File: src/rtl/tiny8_fetch.sv
// tiny8_fetch: program counter and single-word instruction fetch feeding the tiny8 IR.
// Optional TINY8_FETCH_TIMEOUT_EN adds a bounded memory wait with a sticky fetch_err.
module tiny8_fetch #(
   parameter int                 ADDR_W         = 8,
   parameter logic [ADDR_W-1:0]  RESET_PC       = '0,
   parameter int                 TIMEOUT_CYCLES = 16
) (
   input  logic              clk,
   input  logic              rst_n,
   input  logic              fetch_start,
   input  logic              pc_redirect,
   input  logic [ADDR_W-1:0] redirect_target,
   output logic [ADDR_W-1:0] mem_addr,
   output logic              mem_read,
   input  logic [7:0]        mem_rdata,
   input  logic              mem_resp,
   output logic              ir_load,
   output logic [7:0]        ir_word,
   output logic              fetch_done,
   output logic              squashed,
   output logic [ADDR_W-1:0] pc,
`ifdef TINY8_FETCH_TIMEOUT_EN
   output logic              fetch_err,
`endif
   output logic              busy
);
   typedef enum logic [1:0] {IDLE, REQ, DELIVER} state_t;
   state_t state, state_n;
   logic [ADDR_W-1:0] pc_n, held, held_n;
   logic [7:0] ir_n;
   logic squash_pend, pend_n, sq_n;
`ifdef TINY8_FETCH_TIMEOUT_EN
   localparam int CNT_W = $clog2(TIMEOUT_CYCLES + 1);
   logic [CNT_W-1:0] cnt, cnt_n;
   logic err_n;
`endif
   assign mem_read   = state == REQ;
   assign mem_addr   = pc;
   assign ir_load    = state == DELIVER;
   assign fetch_done = state == DELIVER;
   assign busy       = state != IDLE;
   always_ff @(posedge clk) begin
      if (!rst_n) begin
         state       <= IDLE;
         pc          <= RESET_PC;
         ir_word     <= '0;
         held        <= RESET_PC;
         squash_pend <= 1'b0;
         squashed    <= 1'b0;
`ifdef TINY8_FETCH_TIMEOUT_EN
         cnt         <= '0;
         fetch_err   <= 1'b0;
`endif
      end else begin
         state       <= state_n;
         pc          <= pc_n;
         ir_word     <= ir_n;
         held        <= held_n;
         squash_pend <= pend_n;
         squashed    <= sq_n;
`ifdef TINY8_FETCH_TIMEOUT_EN
         cnt         <= cnt_n;
         fetch_err   <= err_n;
`endif
      end
   end
   always_comb begin
      state_n = state;
      pc_n    = pc;
      ir_n    = ir_word;
      held_n  = held;
      pend_n  = squash_pend;
      sq_n    = 1'b0;
`ifdef TINY8_FETCH_TIMEOUT_EN
      cnt_n   = '0;
      err_n   = fetch_err;
`endif
      unique case (state)
         IDLE: begin
            if (pc_redirect) pc_n = redirect_target;
            else if (fetch_start) state_n = REQ;
         end
         REQ: begin
            if (mem_resp) begin
               // A redirect seen at any point of the request discards the returned word
               if (squash_pend || pc_redirect) begin
                  sq_n    = 1'b1;
                  pc_n    = pc_redirect ? redirect_target : held;
                  pend_n  = 1'b0;
                  state_n = IDLE;
               end else begin
                  ir_n    = mem_rdata;
                  state_n = DELIVER;
               end
            end else begin
               if (pc_redirect) begin
                  pend_n = 1'b1;
                  held_n = redirect_target;
               end
`ifdef TINY8_FETCH_TIMEOUT_EN
               if (cnt == CNT_W'(TIMEOUT_CYCLES - 1)) begin
                  state_n = IDLE;
                  pend_n  = 1'b0;
                  err_n   = 1'b1;
               end else cnt_n = cnt + 1'b1;
`endif
            end
         end
         DELIVER: begin
            pc_n    = pc_redirect ? redirect_target : pc + 1'b1;
            state_n = IDLE;
         end
         default: state_n = IDLE;
      endcase
   end
endmodule

File: config.mk
export PLATFORM = sky130hd
export DESIGN_NAME = tiny8_fetch
export DESIGN_NICKNAME = d
export VERILOG_FILES = /design/src/rtl/tiny8_fetch.sv
export SDC_FILE = /design/constraint.sdc
export NUM_CORES = 1
export LEC_CHECK = 0
export CAP_MARGIN = 20
export CORE_UTILIZATION = 50
export CTS_CLUSTER_SIZE = 40
export DETAILED_ROUTE_END_ITERATION = 16
export PLACE_DENSITY = 0.85
export SYNTH_ARGS = -nofsm -noshare
export SYNTH_HDL_FRONTEND = slang
export SYNTH_SLANG_ARGS = --single-unit
File: constraint.sdc
create_clock -name clk -period 4.9 [get_ports clk]
set_input_delay 0.98 -clock clk [delete_from_list [all_inputs] [get_ports clk]]
set_output_delay 0.98 -clock clk [all_outputs]
set_load 0.03 [all_outputs]
==> reports/summary.json <==
{
  "route.final.wire_length": {"value": 3540, "unit": "microns"},
  "place_inst": {"value": 249},
  "first_global_vias": {"value": 1388},
  "finalCriticalPeriod": {"value": 3.12, "unit": "ns"},
  "viasPerCell": {"value": 5.61},
  "layout-area-overhead-vs-synth": {"value": 28.5, "unit": "%"},
  "fillCellCount": {"value": 259},
  "dominantRegCellSynth": {"value": "dfxtp_1"},
  "synth_sequential_area_ratio": {"value": 0.342},
  "floorplan.die_area": {"value": 3510, "unit": "sq um"},
  "cts-htree-levels": {"value": 1},
  "first_pass_grt_wire_length": {"value": 6230, "unit": "microns"},
  "synthCells": {"value": 174},
  "fin_tns_setup": {"value": 0, "unit": "ns"},
  "area.sequential": {"value": 561, "unit": "sq um"},
  "numCtsBuffers": {"value": 3},
  "total_length_of_routed_met3_wires": {"value": 206, "unit": "microns"},
  "synth-seq-cells": {"value": 28},
  "groute.usage.overall": {"value": 0.232},
  "final_antenna_violating_net_count": {"value": 0},
  "timing_max_transition_violations_final": {"value": 0},
  "outcome": {"value": "finished, final reports clean"},
  "clockBufferDepth": {"value": 2},
  "synthArstFlopShare": {"value": 0},
  "timing.critical_path.fanout_max": {"value": 25},
  "design_power_total": {"value": 0.797, "unit": "mW"},
  "rsz_0062_raised_after_global_routing": {"value": "no"},
  "synth_nets": {"value": 200},
  "maxUsedRoutingLayer": {"value": "met4"},
  "crit_required": {"value": 5.19, "unit": "ns"},
  "place_hpwl": {"value": 2660, "unit": "microns"},
  "clock.fmax": {"value": 321, "unit": "MHz"},
  "synthTopCellsByCount": {"value": "dfxtp_1 (28), nor2b_1 (22), mux2i_1 (18)"},
  "library_cell_with_the_highest_instance_count_after_synthesis": {"value": "dfxtp_1"},
  "global_route.overflow_total": {"value": 0},
  "clkTransAtPathRegs": {"value": 0.15, "unit": "ns"},
  "pin_count_of_the_biggest_net_entering_global_routing": {"value": 30},
  "final_nets": {"value": 236},
  "finClkSkew": {"value": 0.00504, "unit": "ns"},
  "critical_path_class": {"value": "in -> reg"},
  "fp.dieH": {"value": 59.3, "unit": "microns"},
  "antenna_found_initial": {"value": 0},
  "worstPathArrival": {"value": 3.41, "unit": "ns"},
  "timing.max_cap.violations": {"value": 0},
  "antennaDiodeCount": {"value": 0},
  "synth_top_cell_by_area": {"value": "dfxtp_1"},
  "startpoint_type": {"value": "primary input"},
  "portBuffers": {"value": 49},
  "synth_largest_type_area_fraction": {"value": 0.342},
  "synth_area_leaders": {"value": "dfxtp_1 (34%), mux2i_1 (11%), nor2b_1 (8.4%), buf_4 (5.0%), ha_1 (3.8%)"},
  "placement_rows": {"value": 20},
  "multiInputGateArea": {"value": 943, "unit": "sq um"},
  "synth.cell_area": {"value": 1640, "unit": "sq um"},
  "io_pins": {"value": 50},
  "final_hold_viol_count": {"value": 0},
  "drt_drc_violations_left": {"value": 0},
  "power_density_normalized_to_cell_area": {"value": 378, "unit": "nW/um^2"},
  "clkLatencyLatePin": {"value": 0.34, "unit": "ns"},
  "wl_met2": {"value": 1810, "unit": "microns"},
  "worst_slew_pin_slew": {"value": 0.892, "unit": "ns"},
  "yosys.cell_types.count": {"value": 43},
  "dr_total_vias": {"value": 1420},
  "met1_length": {"value": 1490, "unit": "microns"},
  "initial_drt_markers": {"value": 96},
  "core": {"value": 3080, "unit": "sq um"},
  "synth_edf_count": {"value": 0},
  "clock_root_cell": {"value": "clkbuf_4"},
  "tritoncts": {"value": "done"},
  "finalCritPeriodShare": {"value": 0.636},
  "cts_repair_resize_count": {"value": 0},
  "clock_sinks": {"value": 28},
  "peak_vdd_ir": {"value": 191, "unit": "uV"},
  "holdCritPathClass": {"value": "reg -> reg"},
  "post_synth.cell_area_avg": {"value": 9.43, "unit": "sq um"},
  "die-width": {"value": 59.3, "unit": "microns"},
  "cts.repair_timing.setup_buffer_count": {"value": 0},
  "count_of_synthesis_stage_warnings_from_yosys": {"value": 0},
  "final_layout_size_suffix_gt1_frac": {"value": 0.0670},
  "leakage": {"value": 0.765, "unit": "nW"},
  "routabilityCongestion": {"value": 0.813},
  "worst_rel_slew_slack": {"value": 0.403},
  "crit_path_end_kind": {"value": "flip-flop"},
  "timing.final.setup_violations": {"value": 0},
  "drtPass1Iterations": {"value": 4},
  "drt-wirelength-per-cell": {"value": 14.0, "unit": "microns"},
  "postCtsHoldBufs": {"value": 0},
  "starting_density_of_the_core": {"value": 0.533},
  "layoutNonFillerInstCount": {"value": 253}
}
-- per-layer routing --
layer | global-route usage | vias up
met5 | 0 | -
met4 | 0.0680 | 0
met2 | 0.408 | 54
met1 | 0.289 | 666
li1 | - | 695
met3 | 0.0371 | 5
-- stage by stage --
step	cell area (sq um)	setup WS, ns	hold WS [ns]	util
6_report	2110	1.78	0.542	0.685
5_1_grt	2110	1.62	0.579	0.685
2_1_floorplan	1640	2.86	0.482	-
3_3_place_gp	2070	1.57	0.500	0.673
3_5_place_dp	2070	1.43	0.510	0.673
4_1_cts	2110	1.79	0.540	0.685
-- state kept, by name (all words and copies together), names as in the netlist --
register / count
held: 8
ir_word: 8
mem_addr: 8
state: 2
squash_pend: 1
squashed: 1
-- cell type report --
cell class                 instances  area share
tap                               44      0.0261
sequential                        28       0.266
inverter                           6      0.0107
timing repair buffer              49       0.233
clock buffer                       4      0.0172
multi-input combinational        122       0.447
-- cells in the final DEF, fill, tap and decap left out, drive strengths merged, types with 2 or more instances in the layout --
cell type / n
clkdlybuf4s50: 49
dfxtp: 28
nor2b: 22
mux2i: 18
o21ai: 9
nand2: 8
a21oi: 7
inv: 6
a22o: 5
ha: 5
nand3: 4
nor3: 4
clkbuf: 4
a221oi: 4
nor2: 3
nand2b: 3
mux2: 3
nand3b: 2
or3: 2
o221ai: 2
a22oi: 2
a41oi: 2
a31oi: 2
-- critical path, stage by stage --
cell	delay, ns
clkdlybuf4s50_1	1.05
nor3b_2	0.16
a2111oi_4	0.77
o221a_1	0.30
o31a_1	0.13
-- where the power goes --
group | total, mW | switching (mW) | internal (mW) | leakage [nW]
clock | 0.116 | 0.0701 | 0.0456 | 0.0210
combinational | 0.382 | 0.216 | 0.166 | 0.515
sequential | 0.299 | 0.0413 | 0.258 | 0.228
-- logic make-up (layout without fill, tap and decap cells) --
logic type	after synthesis	count (layout)	synth area share
XOR/XNOR	1	1	0.00534
AO/OA/AOI/OAI	42	42	0.207
buffers and inverters	24	59	0.0831
flip-flops	28	28	0.342
multiplexers	21	21	0.130
adder cells (fa/ha/maj)	5	5	0.0381
AND/OR/NAND/NOR	53	53	0.195
-- path summary, 6_finish.rpt --
| kind | startpoint | slack (ns) | depth (start not counted) | endpoint |
|---|---|---|---|---|
| worst max-delay path | pc_redirect | 1.78 | 5 | mem_addr[5] |
| worst min-delay path | ir_word[5] | 0.54 | 2 | ir_word[5] |
| worst max register to register | state[1] | 2.55 | 6 | mem_addr[5] |
| worst min register to register | ir_word[5] | 0.54 | 2 | ir_word[5] |
No activity file was read; power rests on OpenSTA's default activity.
